<file path="config.mk">
export PLATFORM = sky130hd
export DESIGN_NAME = vx_hpdcache_mem_wr_bridge
export DESIGN_NICKNAME = d
export VERILOG_FILES = /design/src/rtl/vx_hpdcache_mem_wr_bridge.sv
export SDC_FILE = /design/constraint.sdc
export NUM_CORES = 1
export LEC_CHECK = 0
export CORE_AREA = 2 2 503 505
export DETAILED_ROUTE_END_ITERATION = 10
export DIE_AREA = 0 0 505 507
export GPL_TIMING_DRIVEN = 0
export PLACE_DENSITY_LB_ADDON = 0.25
export SLEW_MARGIN = 0
export SYNTH_ARGS = -nofsm -noshare
export SYNTH_HDL_FRONTEND = slang
export SYNTH_SLANG_ARGS = --single-unit
</file>
<file path="constraint.sdc">
create_clock -name clk -period 4.8 [get_ports clk]
set_input_delay 1.2 -clock clk [delete_from_list [all_inputs] [get_ports clk]]
set_output_delay 1.2 -clock clk [all_outputs]
set_load 0.01 [all_outputs]
</file>
<file path="src/rtl/vx_hpdcache_mem_wr_bridge.sv">
// HPDcache write path joiner plus read/write merge onto a single registered mem bus request channel.
// Write acks are generated locally from a tag FIFO because the memory side never acknowledges writes.
module vx_hpdcache_mem_wr_bridge #(
  parameter int ADDR_WIDTH = 32,
  parameter int DATA_WIDTH = 512,
  parameter int ID_WIDTH   = 4,
  parameter int ACK_DEPTH  = 4
) (
  input  logic                    clk,
  input  logic                    reset_n,
  input  logic                    rd_req_valid,
  output logic                    rd_req_ready,
  input  logic [ADDR_WIDTH-1:0]   rd_req_addr,
  input  logic [ID_WIDTH-1:0]     rd_req_id,
  input  logic                    wr_req_valid,
  output logic                    wr_req_ready,
  input  logic [ADDR_WIDTH-1:0]   wr_req_addr,
  input  logic [ID_WIDTH-1:0]     wr_req_id,
  input  logic                    wr_data_valid,
  output logic                    wr_data_ready,
  input  logic [DATA_WIDTH-1:0]   wr_data,
  input  logic [DATA_WIDTH/8-1:0] wr_data_be,
  output logic                    wr_resp_valid,
  input  logic                    wr_resp_ready,
  output logic [ID_WIDTH-1:0]     wr_resp_id,
  output logic                    mem_req_valid,
  input  logic                    mem_req_ready,
  output logic                    mem_req_rw,
  output logic [ADDR_WIDTH-1:0]   mem_req_addr,
  output logic [DATA_WIDTH-1:0]   mem_req_data,
  output logic [DATA_WIDTH/8-1:0] mem_req_byteen,
  output logic [ID_WIDTH-1:0]     mem_req_tag
);
  localparam int BE_WIDTH = DATA_WIDTH / 8;
  localparam int PTR_W    = $clog2(ACK_DEPTH);
  localparam int CNT_W    = $clog2(ACK_DEPTH + 1);

  logic                  addr_full, data_full;
  logic [ADDR_WIDTH-1:0] slot_addr;
  logic [ID_WIDTH-1:0]   slot_id;
  logic [DATA_WIDTH-1:0] slot_data;
  logic [BE_WIDTH-1:0]   slot_be;
  logic [CNT_W-1:0]      credits;
  logic                  prio_rd;

  logic [ID_WIDTH-1:0]   ack_mem [ACK_DEPTH];
  logic [PTR_W-1:0]      ack_wptr, ack_rptr;
  logic [PTR_W:0]        ack_count;

  logic load_en, wr_cand, grant_rd, grant_wr, wr_load, ack_push, ack_pop, ack_empty;

  assign load_en   = !mem_req_valid || mem_req_ready;
  assign wr_cand   = addr_full && data_full && (credits != '0);
  assign wr_load   = load_en && grant_wr;
  assign ack_empty = (ack_count == '0);
  assign ack_push  = mem_req_valid && mem_req_ready && mem_req_rw;
  assign ack_pop   = wr_resp_valid && wr_resp_ready;

  // Uncontested requests win outright; a contested pair goes to whichever side holds priority.
  // NOTE: every always_comb output gets a default first so no path can leave it unassigned and infer a latch.
  always_comb begin
    grant_rd = 1'b0;
    grant_wr = 1'b0;
    if (rd_req_valid && (!wr_cand || prio_rd)) grant_rd = 1'b1;
    else if (wr_cand)                          grant_wr = 1'b1;
  end

  assign rd_req_ready  = load_en && grant_rd;
  assign wr_req_ready  = !addr_full;
  assign wr_data_ready = !data_full;
  assign wr_resp_valid = !ack_empty;
  assign wr_resp_id    = ack_empty ? '0 : ack_mem[ack_rptr];

  // NOTE: sequential state uses non-blocking assignments so every flop samples pre-edge values.
  always_ff @(posedge clk or negedge reset_n) begin
    if (!reset_n) begin
      addr_full <= 1'b0;
      data_full <= 1'b0;
      slot_addr <= '0;
      slot_id   <= '0;
      slot_data <= '0;
      slot_be   <= '0;
    end else begin
      if (wr_load) begin
        addr_full <= 1'b0;
        data_full <= 1'b0;
      end
      if (wr_req_valid && wr_req_ready) begin
        addr_full <= 1'b1;
        slot_addr <= wr_req_addr;
        slot_id   <= wr_req_id;
      end
      if (wr_data_valid && wr_data_ready) begin
        data_full <= 1'b1;
        slot_data <= wr_data;
        slot_be   <= wr_data_be;
      end
    end
  end

  always_ff @(posedge clk or negedge reset_n) begin
    if (!reset_n) begin
      credits <= CNT_W'(ACK_DEPTH);
      prio_rd <= 1'b1;
    end else begin
      case ({wr_load, ack_pop})
        2'b10:   credits <= credits - CNT_W'(1);
        2'b01:   credits <= credits + CNT_W'(1);
        default: ;
      endcase
      if (load_en && rd_req_valid && wr_cand) prio_rd <= !prio_rd;
    end
  end

  // Output register only reloads when empty or draining, so a stalled request never changes.
  always_ff @(posedge clk or negedge reset_n) begin
    if (!reset_n) begin
      mem_req_valid  <= 1'b0;
      mem_req_rw     <= 1'b0;
      mem_req_addr   <= '0;
      mem_req_data   <= '0;
      mem_req_byteen <= '0;
      mem_req_tag    <= '0;
    end else if (load_en) begin
      mem_req_valid <= grant_rd || grant_wr;
      if (grant_rd) begin
        mem_req_rw     <= 1'b0;
        mem_req_addr   <= rd_req_addr;
        mem_req_data   <= '0;
        mem_req_byteen <= '1;
        mem_req_tag    <= rd_req_id;
      end else if (grant_wr) begin
        mem_req_rw     <= 1'b1;
        mem_req_addr   <= slot_addr;
        mem_req_data   <= slot_data;
        mem_req_byteen <= slot_be;
        mem_req_tag    <= slot_id;
      end
    end
  end

  always_ff @(posedge clk or negedge reset_n) begin
    if (!reset_n) begin
      ack_wptr  <= '0;
      ack_rptr  <= '0;
      ack_count <= '0;
    end else begin
      if (ack_push) ack_wptr <= ack_wptr + PTR_W'(1);
      if (ack_pop)  ack_rptr <= ack_rptr + PTR_W'(1);
      case ({ack_push, ack_pop})
        2'b10:   ack_count <= ack_count + (PTR_W+1)'(1);
        2'b01:   ack_count <= ack_count - (PTR_W+1)'(1);
        default: ;
      endcase
    end
  end

  // NOTE: FIFO storage is not reset; the pointers and count define validity and the empty head reads as zero.
  always_ff @(posedge clk) begin
    if (ack_push) ack_mem[ack_wptr] <= mem_req_tag;
  end

  // Credits bound writes in flight to ACK_DEPTH, so a push into a full FIFO means the credit logic broke.
  assert property (@(posedge clk) disable iff (!reset_n)
    !(ack_push && !ack_pop && (ack_count == (PTR_W+1)'(ACK_DEPTH))));

endmodule
</file>
==> impl_metrics.py, run 1 <==
metrics = {
    "cts": {
        "cts-root-buf": "clkbuf_16",
        "ctsHtreeMaxLevel": 4,
        "clockBufferDepth": 3,
        "clkSlewWorstSetupHoldPaths_ns": 0.06,
        "cts_tree": "built",
        "postCtsSetupBuffers": 0,
        "numCtsBuffers": 151,
        "cts_sinks": 1255,
        "insertion_delay_ns": 0.77,
    },
    "critical_path": {
        "worstPathRequired_ns": 3.60,
        "r2r_cells": 5,
        "worst-setup-path-type": "input port to output port",
        "path_max_fanout": 10,
        "crit_family": "buffers and inverters",
        "crit_path_end_kind": "output port",
        "cp-start-kind": "input port",
        "cp.depth": 6,
        "path_buf_inv": 4,
        "crit_slowest_cell": "clkbuf_1",
        "crit_start": "mem_req_ready",
        "arrival_ns": 3.47,
        "timing.rr.start": "data_full",
        "slowest_delay_ns": 0.54,
        "path_cells": "clkdlybuf4s50_1, nor2b_1, clkbuf_1, clkbuf_1, nor2_1, clkdlybuf4s50_1",
    },
    "finish": {
        "drive_gt1_frac": 0.2350,
        "final_cell_mix": "1,274 x clkdlybuf4s50_1, 1,237 x dfrtp_1, 613 x mux2_2",
        "final_nets": 4989,
        "final_common_cell": "clkdlybuf4s50_1",
        "area_growth_pct": 48.71,
        "fin_area_mm2": 0.06886,
    },
    "sta": {
        "timing.hold.ws_ns": 0.2465,
        "drv_slew": 0,
        "period_minus_slack_ns": 4.671,
        "finalSetupViolCount": 0,
        "hold_violations": 0,
        "setup_tns_ns": 0,
        "max_slew_margin": 0.2509,
        "max_freq_mhz": 214.1,
        "rsz0062_at_grt": "false",
        "post-route-period-util": 0.9731,
        "fin_skew_ns": 0.03294,
        "worstMarginPinSlew_ns": 1.124,
    },
    "min_path": {
        "hold_class": "input port to asynchronous set/reset pin",
    },
    "global_route": {
        "grt_pass1_wl_um": 285300,
        "grt_max_degree": 156,
        "antenna_found_initial": 112,
        "grt_usage": 0.1572,
        "grt.overflow.total": 0,
        "grt_pass1_vias": 34230,
    },
    "route": {
        "via_count": 32090,
        "drcViolationCount": 0,
        "firstDrtPassIters": 5,
        "drt-total-wl_um": 205700,
        "drtIter0Drc": 1693,
        "ant_nets": 0,
        "avgViaCountPerCell": 4.107,
        "wire_per_inst_um": 26.33,
    },
    "floorplanning": {
        "die_area_mm2": 0.2560,
        "pin_count": 1277,
        "initial_core_util": 0.1849,
        "dieHeight_um": 507,
        "core_area_mm2": 0.2505,
        "die_w_um": 505,
        "row_count": 184,
    },
    "pwr": {
        "p_leak_nw": 28.76,
        "max-vdd-ir-drop_mv": 0.3841,
        "powerDensity_mw_per_mm2": 705.8,
    },
    "logic_synthesis": {
        "yosysWarnings": 0,
        "synth_ff_type": "dfrtp_1",
        "yosysUniqueCellTypes": 35,
        "synth-async-reset-ratio": 0.9873,
        "syn-num-nets": 3551,
        "synth_edf_count": 16,
        "synth-seq-area-share": 0.6800,
        "syn_area_mm2": 0.04631,
        "synth_seq_cells": 1255,
        "postSynthAreaPerCell_um2": 16.03,
        "syn_inst": 2888,
    },
    "placed_design": {
        "dpl_cell_area_mm2": 0.06355,
        "hpwl_um": 162900,
        "numPortBuffers": 1275,
        "routabilityCongestion": 0.8872,
    },
    "run_status": {
        "status": "completed",
    },
    "job": {
        "cap_violations": 0,
    },
}
-- power by group --
part / internal [mW] / total, mW / switching (mW) / leakage, nW
Combinational: 9.41 / 17.5 / 8.11 / 10.8
Sequential: 15.7 / 19.0 / 3.28 / 15.3
Clock: 7.25 / 12.1 / 4.85 / 2.57
Total: 32.4 / 48.6 / 16.2 / 28.8
-- worst paths after layout --
path	slack [ns]	endpoint
max	0.13	rd_req_ready
min	0.25	mem_req_data[339]
max reg2reg	1.47	slot_be[56]
min reg2reg	0.46	ack_count[2]
max in group asynchronous	1.68	mem_req_data[254]
min in group clk	0.46	ack_count[2]
-- Yosys cell counts (all sizes together), types with 4 or more instances --
master,number,area (um^2)
a2111o,36,405.4
a22o,512,4484
and2,9,56.30
buf,183,912.1
clkbuf,51,191.4
dfrtp,1237,30950
edfxtp,16,480.5
ha,6,75.07
inv,46,172.7
mux2,613,6903
mux4,4,90.09
o2111ai,36,315.3
o211a,36,360.4
o22a,64,560.5
xnor2,5,43.79
xor2,5,43.79
-- stage by stage --
stage | utilization | total power, mW | cells | worst slack (ns)
after floorplan | - | 26.58 | 2888 | 1.239
after global placement | 0.2525 | 37.05 | 7511 | -57.15
after detailed placement | 0.2537 | 37.12 | 7521 | 0.03165
after CTS | 0.2747 | 49.54 | 7794 | 0.1358
after global routing | 0.2748 | 51.28 | 7799 | 0.03258
final | 0.2749 | 48.61 | 7813 | 0.1290
-- sequential cells by signal, summed over array words and instances (netlist names), 2 cells and up --
| name | count |
|---|---|
| slot_addr | 32 |
| slot_data | 512 |
| ack_wptr | 2 |
| slot_be | 64 |
| slot_id | 4 |
| ack_mem | 16 |
| mem_req_data | 512 |
| mem_req_addr | 32 |
| mem_req_byteen | 64 |
| ack_rptr | 2 |
| credits | 3 |
| ack_count | 3 |
| mem_req_tag | 4 |
-- routing by layer --
metal,track usage,share of wire
met5,0,0.0036
met4,0.04524,0.030
met2,0.2741,0.50
met3,0.07626,0.11
met1,0.1672,0.36
-- worst register-to-register path: stages, from the launching register on --
cell	delay, ns
dfrtp_1	0.48
nor2b_1	0.15
buf_2	0.64
clkbuf_1	0.91
buf_2	0.61
mux2_2	0.41
-- area by class of cell --
class	instances	area, um^2
Antenna cell	19	47.55
Buffer	234	1105
Clock buffer	223	4474
Clock inverter	50	779.5
Fill cell	25880	181600
Inverter	46	172.7
Multi-Input combinational cell	1353	13560
Sequential cell	1255	31490
Tap cell	3348	4189
Timing Repair Buffer	1285	13050
-- cells by family after synthesis --
logic type / share of synthesized area
buffers and inverters: 0.02756
AND/OR/NAND/NOR: 0.002918
AO/OA/AOI/OAI: 0.1339
adder cells (fa/ha/maj): 0.002486
flip-flops: 0.6800
multiplexers: 0.1512
XOR/XNOR: 0.001891
-- what timing repair did --
action,CTS,global route
endpoints found under the setup margin,0,1
hold buffers,0,0
gates resized for setup,0,1
Note: power is estimated with default switching activity, not from simulation.
==> run 2, diff against run 1 <==
- CORE_AREA: 2 2 503 505 -> 2 2 502 504
- DIE_AREA: 0 0 505 507 -> 0 0 504 506
==> run 2 against run 1 <==
Setup slack improved by 0.045 ns. Combinational power barely moved. First-iteration DRC count fell by 5.7%. Die area fell by 0.39%. Count of clock-buffer cells in the layout did not move. Critical endpoint unchanged.
==> impl_metrics.py, run 2 (synthesized netlist as in run 1, its figures left out) <==
metrics = {
    "finish": {
        "regArea_mm2": 0.03149,
        "multi_input_area_mm2": 0.01356,
        "drive_gt1_frac": 0.2328,
        "fill_cells": 25770,
        "final_common_cell": "clkdlybuf4s50_1",
        "final_nets": 4988,
        "final_cell_mix": "1,274 x clkdlybuf4s50_1, 1,237 x dfrtp_1, 613 x mux2_2",
        "area_growth_pct": 48.15,
        "fin_util": 0.2744,
        "reg.largest.list": "mem_req_data x512, slot_data x512",
    },
    "route": {
        "drt-total-wl_um": 200100,
        "firstDrtPassIters": 5,
        "avgViaCountPerCell": 4.079,
        "via_count": 31890,
        "drcViolationCount": 0,
        "drtIter0Drc": 1596,
        "ant_nets": 0,
        "wire_per_inst_um": 25.59,
    },
    "cts": {
        "cts_tree": "built",
        "insertion_delay_ns": 0.78,
        "postCtsSetupBuffers": 0,
        "ctsHtreeMaxLevel": 4,
        "clockBufferDepth": 3,
        "clkSlewWorstSetupHoldPaths_ns": 0.06,
        "numCtsBuffers": 152,
        "cts-root-buf": "clkbuf_16",
        "cts_sinks": 1255,
    },
    "pwr": {
        "finalPower_mw": 48.13,
        "max-vdd-ir-drop_mv": 0.2982,
        "p_leak_nw": 28.62,
        "powerDensity_mw_per_mm2": 701.5,
    },
    "global_route": {
        "grt_pass1_vias": 33920,
        "grt_pass1_wl_um": 278000,
        "grt_usage": 0.1529,
        "grt_max_degree": 173,
        "grt.overflow.total": 0,
        "antenna_found_initial": 92,
    },
    "critical_path": {
        "crit_path_end_kind": "output port",
        "worstPathRequired_ns": 3.60,
        "worst-setup-path-type": "input port to output port",
        "arrival_ns": 3.43,
        "cp-start-kind": "input port",
        "path_max_fanout": 10,
    },
    "sta": {
        "drv_slew": 0,
        "post-route-period-util": 0.9637,
        "period_minus_slack_ns": 4.626,
        "fin_skew_ns": 0.04223,
        "worstMarginPinSlew_ns": 1.087,
        "finalSetupViolCount": 0,
        "hold_violations": 0,
        "setup_tns_ns": 0,
        "rsz0062_at_grt": "false",
        "max_slew_margin": 0.2756,
        "max_freq_mhz": 216.2,
    },
    "placed_design": {
        "routabilityCongestion": 0.8180,
        "hpwl_um": 155500,
        "numPortBuffers": 1275,
    },
    "floorplanning": {
        "initial_core_util": 0.1852,
        "dieHeight_um": 506,
        "row_count": 184,
        "die_area_mm2": 0.2550,
        "pin_count": 1277,
        "core_area_mm2": 0.2500,
        "die_w_um": 504,
    },
    "run_status": {
        "status": "completed",
    },
    "job": {
        "cap_violations": 0,
    },
    "min_path": {
        "hold_class": "input port to asynchronous set/reset pin",
    },
}
-- run 2: cell count changes in the layout (fill, tap and decap cells not counted), sizes merged --
cell / delta
buf: -2
bufinv: -8
clkinv: +6
diode: +7
inv: +3
-- run 2: per-layer routing --
layer	share of wire	track usage	wire (um)
met3	0.099	0.06847	19720
met1	0.38	0.1718	76230
met2	0.49	0.2604	97780
met4	0.029	0.04275	5871
met5	0.0026	0	517
-- run 2: worst paths after layout --
check                               start           endpoint  slack, ns  depth (start not counted)
min in group clk           slot_data[325]  mem_req_data[325]       0.46                          1
max reg2reg                     data_full         credits[1]       1.38                          9
max in group asynchronous         reset_n      slot_data[17]       1.22                          4
min                               reset_n     slot_data[338]       0.41                          1
max                         mem_req_ready       rd_req_ready       0.17                          6
min reg2reg                slot_data[325]  mem_req_data[325]       0.46                          1
-- run 2: through the flow --
stage          hold slack [ns]  cell area [um^2]  cells  worst slack (ns)
6_report                0.4120             68600   7819            0.1744
5_1_grt                 0.3807             68560   7802           0.06858
4_1_cts                 0.3671             68540   7793         0.0007889
3_5_place_dp            0.4554             63500   7519           0.01479
3_3_place_gp            0.4576             63260   7511            -56.97
2_1_floorplan           0.4352             46310   2888             1.239
-- run 2: area by class of cell --
cell class / count / share of cell area
Antenna cell: 26 / 0.0009484
Buffer: 234 / 0.01614
Clock buffer: 223 / 0.06372
Clock inverter: 51 / 0.009484
Inverter: 46 / 0.002517
Multi-Input combinational cell: 1353 / 0.1976
Sequential cell: 1255 / 0.4590
Tap cell: 3348 / 0.06106
Timing Repair Buffer: 1283 / 0.1895
-- run 2: what timing repair did --
item / CTS / global route
endpoints found under the setup margin: 1 / 1
hold endpoints to repair: 0 / 0
resized for setup: 1 / 4
hold buffers: 0 / 0
-- run 2: power by group --
group / leakage (nW) / switching [mW] / internal, mW
Sequential: 15.3 / 3.19 / 15.7
Combinational: 10.8 / 8.16 / 9.41
Clock: 2.45 / 4.95 / 6.71
Total: 28.6 / 16.3 / 31.8
-- run 2: worst max-delay path, cell delays in order --
cell,delay (ns)
clkdlybuf4s50_1,0.55
nor2b_1,0.08
clkbuf_1,0.25
clkbuf_2,0.29
nor2_1,0.38
clkdlybuf4s50_1,0.66
